<file path="config.mk">
export PLATFORM = sky130hd
export DESIGN_NAME = mem_align
export DESIGN_NICKNAME = d
export VERILOG_FILES = /design/src/rtl/mem_access_stage_pkg.sv /design/src/rtl/mem_align.sv
export SDC_FILE = /design/constraint.sdc
export NUM_CORES = 1
export LEC_CHECK = 0
export CORE_ASPECT_RATIO = 0.5
export CORE_MARGIN = 2
export CORE_UTILIZATION = 28
export DETAILED_ROUTE_END_ITERATION = 10
export PLACE_DENSITY = 0.84
export REMOVE_ABC_BUFFERS = 1
export SLEW_MARGIN = 15
export SYNTH_ARGS = -nofsm -noshare
export SYNTH_HDL_FRONTEND = slang
export SYNTH_SLANG_ARGS = --single-unit
</file>
<file path="constraint.sdc">
create_clock -name vclk -period 2.85
set_input_delay 0.7125 -clock vclk [all_inputs]
set_output_delay 0.7125 -clock vclk [all_outputs]
set_load 0.01 [all_outputs]
</file>
<file path="src/rtl/mem_access_stage_pkg.sv">
// Shared definitions for the MEM stage: load/store operation codes, FSM state
// and access-size types, and big-endian byte-lane numbering.
package mem_access_stage_pkg;

    localparam logic [5:0] OP_LB  = 6'h30;
    localparam logic [5:0] OP_LBU = 6'h31;
    localparam logic [5:0] OP_LH  = 6'h32;
    localparam logic [5:0] OP_LHU = 6'h33;
    localparam logic [5:0] OP_LW  = 6'h34;
    localparam logic [5:0] OP_SB  = 6'h38;
    localparam logic [5:0] OP_SH  = 6'h39;
    localparam logic [5:0] OP_SW  = 6'h3A;

    // Lane 0 is the most significant byte of the word.
    localparam logic [1:0] BYTE_LANE0 = 2'd0;
    localparam logic [1:0] BYTE_LANE1 = 2'd1;
    localparam logic [1:0] BYTE_LANE2 = 2'd2;
    localparam logic [1:0] BYTE_LANE3 = 2'd3;

    typedef enum logic {
        IDLE,
        BUSY
    } state_t;

    typedef enum logic [1:0] {
        SzByte,
        SzHalf,
        SzWord
    } size_t;

endpackage

</file>
<file path="src/rtl/mem_align.sv">
// Combinational big-endian alignment: store byte-enables/lane replication,
// load lane extraction with sign/zero extension, and the misaligned flag.
module mem_align
    import mem_access_stage_pkg::*;
(
    input  logic [5:0]  op,
    input  logic [1:0]  addr_lo,
    input  logic [31:0] store_data,
    input  logic [31:0] rdata,
    output logic [3:0]  be,
    output logic [31:0] wdata,
    output logic [31:0] load_data,
    output logic        misaligned
);

    size_t       size;
    logic        sext;
    logic [7:0]  byte_v;
    logic [15:0] half_v;

    always_comb begin
        size = SzWord;
        sext = 1'b0;
        case (op)
            OP_LB:          begin size = SzByte; sext = 1'b1; end
            OP_LBU, OP_SB:  size = SzByte;
            OP_LH:          begin size = SzHalf; sext = 1'b1; end
            OP_LHU, OP_SH:  size = SzHalf;
            OP_LW, OP_SW:   size = SzWord;
            default:        size = SzWord;
        endcase
    end

    always_comb begin
        unique case (addr_lo)
            BYTE_LANE0: byte_v = rdata[31:24];
            BYTE_LANE1: byte_v = rdata[23:16];
            BYTE_LANE2: byte_v = rdata[15:8];
            BYTE_LANE3: byte_v = rdata[7:0];
        endcase
    end

    assign half_v = addr_lo[1] ? rdata[15:0] : rdata[31:16];

    always_comb begin
        be         = 4'b1111;
        wdata      = store_data;
        load_data  = rdata;
        misaligned = 1'b0;
        case (size)
            SzByte: begin
                be        = 4'b1000 >> addr_lo;
                wdata     = {4{store_data[7:0]}};
                load_data = sext ? {{24{byte_v[7]}}, byte_v} : {24'h0, byte_v};
            end
            SzHalf: begin
                be         = addr_lo[1] ? 4'b0011 : 4'b1100;
                wdata      = {2{store_data[15:0]}};
                load_data  = sext ? {{16{half_v[15]}}, half_v} : {16'h0, half_v};
                misaligned = addr_lo[0];
            end
            default: begin
                misaligned = (addr_lo != 2'b00);
            end
        endcase
    end

endmodule

</file>
==> results of run 1 <==
-- per-stage QoR --
stage	utilization	instances	hold WS [ps]	power (mW)	instance area (um2)
5_1_grt	0.7707	430	1895	0.4817	3070
3_5_place_dp	0.7318	403	2400	0.4596	2915
6_report	0.7707	430	1846	0.4622	3070
4_1_cts	0.7522	426	1886	0.4271	2997
3_3_place_gp	0.7318	403	2378	0.4499	2915
2_1_floorplan	-	158	1425	0.1327	1036
-- layer usage --
| metal | global-route usage | up-vias |
|---|---|---|
| met4 | 0.1357 | 0 |
| met1 | 0.3971 | 1148 |
| met3 | 0.04587 | 53 |
| met2 | 0.5606 | 183 |
| li1 | - | 1048 |
| met5 | 0 | - |
-- synth_stat cells (all sizes together) --
cell type   n  area share
nor2b       4       0.021
a21oi      10       0.045
a21o       18        0.11
a211oi      1      0.0063
and2        3       0.020
a222oi      8       0.068
clkbuf      7       0.022
mux4        1       0.019
nor4        1       0.018
nor3        2       0.013
nand3b      2       0.023
a2111oi     1       0.023
nand2b      4       0.021
nor2        1      0.0032
a22oi       1      0.0063
buf        17        0.10
or3         2       0.011
or2         8       0.042
inv         9       0.029
a221o      16        0.14
or3b        1      0.0074
mux2i       7       0.059
o21a        1      0.0063
o21ai       3       0.013
nand2      54        0.17
-- cell usage in the layout (no fill, tap or decap), drive strengths merged, types with 2 or more instances in the layout --
master,synthesis,final
a221o,16,16
nand2b,4,4
clkbuf,7,7
or2,8,8
buf,17,112
nand2,54,54
dlygate4sd2,0,22
nand3b,2,2
mux2i,7,7
clkdlybuf4s15,0,4
a21o,18,18
a21oi,10,10
nor3,2,2
and2,3,3
nor2b,4,4
clkdlybuf4s50,0,72
o21ai,3,3
or3,2,2
a222oi,8,8
inv,9,9
-- worst max-delay path, stage by stage --
cell	delay [ps]
buf_6	90
nand3b_4	160
or3_4	360
a2111oi_4	340
clkbuf_16	220
buf_6	100
buf_6	90
a21o_1	90
buf_2	150
-- cell families after synthesis --
| kind of cell | synth area share |
|---|---|
| and+or+nand+nor | 0.3509 |
| AOI/OAI and AO/OA | 0.4176 |
| buffers and inverters | 0.1533 |
| muxes | 0.07823 |
-- how the worst max path moves through the flow --
stage	endpoint	slack (ps)	cells past startpoint
4_1_cts	load_data[26]	-260	9
2_1_floorplan	load_data[0]	20	4
5_1_grt	load_data[30]	-190	9
6_report	load_data[30]	-190	9
3_5_place_dp	load_data[14]	-780	7
3_3_place_gp	load_data[13]	-710	7
-- power by group through the flow --
| stage | registers [mW] | logic, mW | clock network, mW |
|---|---|---|---|
| floorplan | 0 | 0.133 | 0 |
| global placement | 0 | 0.450 | 0 |
| detailed placement | 0 | 0.460 | 0 |
| CTS | 0 | 0.427 | 0 |
| global route | 0 | 0.482 | 0 |
| finish | 0 | 0.462 | 0 |
-- final cells by class --
type | count | area [um2] | share of cell area
inverter | 9 | 33.78 | 0.01100
multi-input combinational | 149 | 1081 | 0.3521
tap | 54 | 67.56 | 0.02200
timing repair buffer | 218 | 1888 | 0.6149
-- repair_timing --
action / 4_1_cts / 5_1_grt
setup buffers: 22 / 4
setup endpoints to repair: 61 / 47
gates cloned: 1 / 1
gates resized for setup: 202 / 36
pin swaps: 8 / 11
==> results.txt, run 1 <==
----------------------------------------------------
[Outcome]
  Status ... finished, violations left
  Failing checks ... negative setup slack

[Power]
  Part of the power in combinational logic ... 1.000
  Internal cell power ... 0.2607 mW
  Switch Pwr ... just over 0.2 mW
  Worst IR Drop VDD ... 0.07524 mV
  Areal power density over the cells ... 150.5 nW/um2
  Share of power burned in the clock network ... 0
  Proportion of power drawn by flip-flops and latches ... 0
  Leakage ... roughly 1.6 nW
  Switching share of total power ... 0.4359

[Floorplanning]
  Starting density of the core ... 0.2971
  Number of top-level pins ... 141
  Total core area ... ~4000 um2
  Chip Height ... 49.98 um
  Die Area ... 4795 um2
  Die X-Extent ... 95.95 um
  Standard-cell rows ... 16

[Timing]
  Actual transition at the worst max-transition pin ... 423.3 ps
  Hold Violations, Final ... 0
  Slew Viols, Final ... 0
  Worst setup slack after layout ... -186.3 ps
  Final critical-path share of the clock period ... 1.065
  Final period demand of the worst path ... between 3000 and 4000 ps
  RSZ-0062 raised after global routing ... yes
  Setup total negative slack ... -1729 ps
  Finish-stage setup viols ... 20
  Worst slew margin relative to its limit ... 0.7178
  Fmax ... 329.4 MHz

[Global routing]
  Global-route wire length before repair ... 12150 um
  Largest net degree at the start of global routing ... 19
  Initial antenna violation count ... 0
  Total congestion overflow ... 0
  Via count of the first global-routing pass ... between 2000 and 2500
  GRT Resource Usage Total ... 0.3225

[Logic synthesis]
  Distinct cell type count of the synthesized netlist ... 32
  Netlist area before placement ... 1184 um2
  Number of instances in the synthesized netlist ... 182
  Share of the yosys chip area belonging to registers ... 0
  Total number of yosys warnings ... 0
  Syn Area/Cell ... about 6.5 um2

[Place]
  Post-DP HPWL ... 5825 um
  PortBufs ... roughly 140
  Worst setup slack after placement ... -775.5 ps
  Global placement routability congestion ... 0.9189

[Routing]
  Routed Antenna Nets ... 0
  DRC violation count after routing ... 0
  Vias after detailed routing ... 2432
  DRT Wirelength ... 8868 um
  Average detailed-routed wire length per instance ... 20.62 um
  Violation count after the first detailed-route iteration ... 303
  Top Layer Used ... met4
  Met3 Wirelength ... 743 um
  Amount of wire on met2 after detailed routing ... 4330 um
  1st-pass router iterations ... 5
  Vias per cell ... 5.656
  Met1 WL ... 3360 um

[Worst setup path]
  Worst Setup End Kind ... primary output
  Critical-path maximum fanout ... 4
  Critical path startpoint ... op[2]
  Class of the most critical setup path ... in -> out
  Critical path required time ... about 2100 ps
  Crit start category ... primary input
  WP data arrival ... ~2300 ps

[Layout]
  Fillers ... roughly 240
  Final sequential cell count ... 0
  Clock buffers ... 0
  Share of final-layout standard cells stronger than drive strength 1 ... 0.3936
  Fin nets ... 450
  Area Growth Syn to Fin ... 159.4%
  Number of antenna diodes ... 0
  Sequential standard cell area ... 0 um2

[Worst hold path]
  Hold Crit Class ... in -> out
  Worst min-delay path startpoint ... rdata[31]
  Min-Delay Endpoint ... load_data[31]
  Worst hold stages ... 4

[Run]
  MaxCap Viol Count ... 0

[Clocking]
  CTS Hold Buffers Added ... 0

----------------------------------------------------
No activity file was read; power rests on OpenSTA's default activity.
==> run 2: changes to the inputs <==
--- a/config.mk
+++ b/config.mk
@@ -5,6 +5,7 @@
 export SDC_FILE = /design/constraint.sdc
 export NUM_CORES = 1
 export LEC_CHECK = 0
+export CAP_MARGIN = 20
 export CORE_ASPECT_RATIO = 0.5
 export CORE_MARGIN = 2
 export CORE_UTILIZATION = 28
==> constraint.sdc (replaced) <==
create_clock -name vclk -period 2.85
set_input_delay 0.57 -clock vclk [all_inputs]
set_output_delay 0.57 -clock vclk [all_outputs]
set_load 0.01 [all_outputs]
==> run 2 against run 1 <==
  * Cell count down 7.4%
  * Largest power group unchanged
  * The flow now finishes without violations
  * Via count down 14%
  * Sequential cell count unchanged
  * Sequential share of layout area unchanged
  * Largest cell class unchanged
  * First-iteration DRC count down 54%
  * Critical path type unchanged
==> results.txt, run 2 (synthesis gave the netlist of run 1 again) <==
----------------------------------------------------
[Outcome]
  Status ... completed

[Layout]
  Multi-input combinational cell area ... 1050 um2 (-2.9%)
  Fillers ... 293 (+21%)
  Area Growth Syn to Fin ... 143.6%
  Fin nets ... 418 (-7.1%)
  Most frequent standard cell in the layout excluding fill and tap cells ... clkdlybuf4s50_1
  Share of final-layout standard cells stronger than drive strength 1 ... 0.2297 (-0.1640)
  Non-Filler Instances ... 398 (-7.4%)
  Number of antenna diodes ... 0 (unchanged)
  Final std cell area, no fill ... 2883 um2 (-6.1%)
  Sequential standard cell area ... 0 um2 (unchanged)
  Clock buffers ... 0 (unchanged)
  Final sequential cell count ... 0 (unchanged)
  Top library cells by usage in the layout, fill and taps aside ... 87 x clkdlybuf4s50_1, 54 x nand2_1, 37 x dlygate4sd2_1, 36 x buf_4, 17 x a21o_1

[Timing]
  Worst slew margin relative to its limit ... 0.7314 (+0.01358)
  Hold Violations, Final ... 0 (unchanged)
  Worst hold slack after final layout ... 1746 ps (-100.1 ps)
  Fmax ... 352.3 MHz (+7.0%)
  Slew Viols, Final ... 0 (unchanged)
  Setup total negative slack ... 0 ps (+1729 ps)
  Final critical-path share of the clock period ... 0.9959 (-0.06942)
  Final period demand of the worst path ... 2838 ps (-197.9 ps)
  Finish-stage setup viols ... 0 (-100%)
  Actual transition at the worst max-transition pin ... 400.5 ps (-22.78 ps)

[Routing]
  DRC violation count after routing ... 0 (unchanged)
  Average detailed-routed wire length per instance ... 18.00 um (-13%)
  1st-pass router iterations ... 5 (unchanged)
  Vias after detailed routing ... 2092 (-14%)
  Violation count after the first detailed-route iteration ... 138 (-54%)
  Routed Antenna Nets ... 0 (unchanged)
  DRT Wirelength ... 7163 um (-19%)
  Vias per cell ... 5.256 (-7.1%)

[Worst setup path]
  Critical path required time ... 2280 ps (+140 ps)
  Critical-path maximum fanout ... 8 (+4)
  Crit start category ... primary input
  Class of the most critical setup path ... in -> out
  WP data arrival ... 2270 ps (-50 ps)
  Worst Setup End Kind ... primary output

[Place]
  PortBufs ... 141 (unchanged)
  Global placement routability congestion ... 0.9423 (+2.5%)
  Post-DP HPWL ... 5631 um (-3.3%)
  Dpl cell area ... 2833 um2 (-2.8%)
  Total instance count after detailed placement ... 392 (-2.7%)

[Global routing]
  Initial antenna violation count ... 0 (unchanged)
  Global-route wire length before repair ... 10900 um (-10%)
  Total congestion overflow ... 0 (unchanged)
  GRT Resource Usage Total ... 0.2870 (-0.03550)
  Via count of the first global-routing pass ... 2098 (-13%)
  Largest net degree at the start of global routing ... 19 (unchanged)

[Power]
  Worst IR Drop VDD ... 0.07073 mV (-6.0%)
  Leakage ... 1.428 nW (-9.9%)
  Areal power density over the cells ... 148.5 nW/um2 (-1.3%)
  Power, Total ... 0.4281 mW (-7.4%)

[Floorplanning]
  Standard-cell rows ... 16 (unchanged)
  Starting density of the core ... 0.2971 (unchanged)
  Number of top-level pins ... 141 (unchanged)
  Die Area ... 4795 um2 (unchanged)
  Total core area ... 3984 um2 (unchanged)
  Die X-Extent ... 95.95 um (unchanged)
  Chip Height ... 49.98 um (unchanged)

[Worst hold path]
  Hold Crit Class ... in -> out

[Run]
  MaxCap Viol Count ... 0 (unchanged)

----------------------------------------------------
run 2: cell types whose count changed in the layout (fill, tap and decap cells not counted), sizes merged:
cell           delta
clkdlybuf4s15     +1
dlygate4sd2      +15
dlymetal6s2s      +2
buf              -65
clkdlybuf4s50    +15
run 2: what timing repair did:
action	4_1_cts	5_1_grt
hold buffers	0	0
buffers inserted	4	1
gates resized for setup	80	19
cloned	0	1
pin swaps	2	1
endpoints found under the setup margin	61	26
run 2: layer usage:
layer | vias up | routed length [um] | track usage
li1 | 983 | - | -
met1 | 1033 | 2963 | 0.3766
met2 | 66 | 3782 | 0.5198
met3 | 10 | 331 | 0.02141
met4 | 0 | 86 | 0.04762
met5 | - | 0 | 0
run 2: per-stage QoR:
| step | worst slack, ps | utilization |
|---|---|---|
| floorplan | 308.5 | - |
| global placement | -415.1 | 0.7111 |
| detailed placement | -478.7 | 0.7111 |
| CTS | 1.535 | 0.7155 |
| global route | -12.04 | 0.7236 |
| finish | 11.57 | 0.7236 |
run 2: area by class of cell:
cell class         instances  share of cell area
repair buffers           186              0.6007
inverters                  9             0.01172
multi-input cells        149              0.3642
well taps                 54             0.02344
run 2: worst paths after layout:
kind / start / slack (ps) / cells past startpoint / endpoint
setup / recovery: op[2] / 10 / 8 / load_data[18]
hold / removal: rdata[15] / 1750 / 4 / load_data[15]
run 2: power by group:
| part | internal, mW | switching (mW) | total (mW) |
|---|---|---|---|
| logic | 0.251 | 0.177 | 0.428 |
| registers | 0 | 0 | 0 |
| clock network | 0 | 0 | 0 |
run 2: critical path, cell delays in order:
cell           delay, ps
dlygate4sd2_1        230
nand3b_4             170
or3_4                370
a2111oi_4            190
buf_4                190
clkbuf_16            150
a21o_1                90
dlygate4sd2_1        290
==> run 3: changes to the inputs <==
--- a/config.mk
+++ b/config.mk
@@ -7,7 +7,7 @@
 export LEC_CHECK = 0
 export CAP_MARGIN = 20
 export CORE_ASPECT_RATIO = 0.5
-export CORE_MARGIN = 2
+export CORE_MARGIN = 1
 export CORE_UTILIZATION = 28
 export DETAILED_ROUTE_END_ITERATION = 10
 export PLACE_DENSITY = 0.84
==> run 3 against run 2 <==
  * Cell count increased by 3.0%
  * Sequential share of layout area unchanged
  * Sequential cell count unchanged
  * Maximum frequency up 0.99%
  * Critical path depth is 1 higher
  * First-iteration DRC count is 14% higher
  * Combinational power grew 2%
  * Core utilization grew 1.8 points
  * Via count increased by 5.7%
  * Count of clock-buffer cells in the layout did not move
  * Routed wire length grew 0.59%
  * Largest power group unchanged
  * Highest routed layer unchanged
==> results.txt, run 3 (synthesis gave the netlist of run 1 again) <==
----------------------------------------------------
[Worst setup path]
  WP data arrival ... 2240 ps (-30 ps)
  Critical-path top delay cell ... or3b_4
  Termination of the worst setup path ... load_data[31]
  Most Frequent Cell on Critical Path ... buf_6
  Critical-path maximum fanout ... 6 (-2)
  Crit start category ... primary input
  Worst Setup End Kind ... primary output
  Class of the most critical setup path ... in -> out
  Critical path required time ... 2280 ps (about the same)
  Series of cell instances along the critical path ... clkdlybuf4s15_2 > or3b_4 > a21oi_4 > a2111oi_4 > bufbuf_16 > buf_6 > buf_6 > a21o_1 > buf_2
  Critical path startpoint ... addr_lo[0]
  Largest stage delay on the critical path ... 410 ps (+40 ps)

[Place]
  Global placement routability congestion ... 0.9125 (-3.2%)
  PortBufs ... 141 (unchanged)
  Worst setup slack after placement ... -442.3 ps (+36.43 ps)
  Post-DP HPWL ... 5345 um (-5.1%)

[Routing]
  Vias after detailed routing ... 2211 (+5.7%)
  Vias per cell ... 5.393 (+2.6%)
  Routed Antenna Nets ... 0 (unchanged)
  Violation count after the first detailed-route iteration ... 157 (+14%)
  Average detailed-routed wire length per instance ... 17.57 um (-2.4%)
  DRT Wirelength ... 7205 um (+0.59%)
  1st-pass router iterations ... 6 (+1)
  DRC violation count after routing ... 0 (unchanged)

[Timing]
  Worst setup slack after layout ... 39.39 ps (+27.82 ps)
  Slew Viols, Final ... 0 (unchanged)
  Actual transition at the worst max-transition pin ... 329.3 ps (-71.25 ps)
  Worst slew margin relative to its limit ... 0.7805 (+0.04911)
  Fmax ... 355.8 MHz (+0.99%)
  Worst hold slack after final layout ... 1733 ps (-13.31 ps)
  Setup total negative slack ... 0 ps (unchanged)
  Final period demand of the worst path ... 2811 ps (-27.82 ps)
  Finish-stage setup viols ... 0 (unchanged)
  Hold Violations, Final ... 0 (unchanged)
  Final critical-path share of the clock period ... 0.9862 (-0.009762)
  RSZ-0062 raised after global routing ... yes

[Layout]
  Multi-input combinational cell area ... 1057 um2 (+0.71%)
  Layout Utilization ... 0.7415 (+0.01790)
  Fillers ... 289 (-1.4%)
  Final sequential cell count ... 0 (unchanged)
  Clock buffers ... 0 (unchanged)
  Area Growth Syn to Fin ... 149.6%
  Fin nets ... 430 (+2.9%)
  Sequential standard cell area ... 0 um2 (unchanged)
  Most frequent standard cell in the layout excluding fill and tap cells ... clkdlybuf4s50_1
  Top library cells by usage in the layout, fill and taps aside ... 94 x clkdlybuf4s50_1, 54 x nand2_1, 50 x buf_4, 23 x dlygate4sd2_1, 17 x a21o_1
  Number of antenna diodes ... 0 (unchanged)
  Share of final-layout standard cells stronger than drive strength 1 ... 0.2837 (+0.05406)

[Floorplanning]
  Number of top-level pins ... 141 (unchanged)
  Chip Height ... 47.98 um (-4.0%)
  Die Area ... 4507 um2 (-6.0%)
  Die X-Extent ... 93.95 um (-2.1%)
  Total core area ... 3984 um2 (unchanged)
  Starting density of the core ... 0.2971 (unchanged)
  Standard-cell rows ... 16 (unchanged)

[Power]
  Worst IR Drop VDD ... 0.06739 mV (-4.7%)
  Leakage ... 1.467 nW (+2.7%)
  Power, Total ... 0.4358 mW (+1.8%)
  Areal power density over the cells ... 147.5 nW/um2 (-0.65%)

[Global routing]
  Total congestion overflow ... 0 (unchanged)
  Largest net degree at the start of global routing ... 19 (unchanged)
  GRT Resource Usage Total ... 0.2885 (+0.001453)
  Via count of the first global-routing pass ... 1924 (-8.3%)
  Initial antenna violation count ... 0 (unchanged)
  Global-route wire length before repair ... 9894 um (-9.2%)

[Worst hold path]
  Hold Crit Class ... in -> out
  Worst min-delay path startpoint ... rdata[31]

[Outcome]
  Status ... completed

[Clocking]
  CTS Hold Buffers Added ... 0 (unchanged)

[Run]
  MaxCap Viol Count ... 0 (unchanged)

----------------------------------------------------
==> run 3: worst min-delay path by stage <==
stage	slack [ps]	endpoint	cells after the start
2_1_floorplan	1140	wdata[0]	0
3_3_place_gp	2090	wdata[1]	2
3_5_place_dp	2100	wdata[4]	2
4_1_cts	1710	load_data[31]	4
5_1_grt	1740	load_data[31]	4
6_report	1730	load_data[31]	4
==> run 3: what timing repair did <==
item / in CTS / in global routing
resized for setup: 105 / 15
buffers inserted: 15 / 0
gates cloned: 1 / 0
pin swaps: 6 / 8
setup endpoints to repair: 58 / 41
==> run 3: layout make-up <==
type                            count  share of cell area
Timing Repair Buffer              198              0.6078
Multi-Input combinational cell    149              0.3579
Tap cell                           54             0.02287
Inverter                            9             0.01144
==> run 3: per-layer routing <==
metal | up-vias | GRT usage | wire length (um)
met1 | 1121 | 0.3838 | 2986
li1 | 1009 | - | -
met2 | 77 | 0.5518 | 3851
met4 | 0 | 0.03077 | 31
met3 | 4 | 0.01429 | 335
met5 | - | 0 | 0
==> run 3: stage by stage <==
stage,instance area (um2),instances
floorplan,1036,158
global placement,2835,394
detailed placement,2835,394
CTS,2949,410
global route,2954,410
finish,2954,410
==> run 3: power breakdown <==
group / internal, mW / switching [mW]
Sequential: 0 / 0
Clock: 0 / 0
Combinational: 0.258 / 0.178
==> run 3: worst max-delay path: cells and delay by family <==
kind,cells,cell delay (ps)
simple gates,1,410
buf+inv,5,870
compound gates,3,380
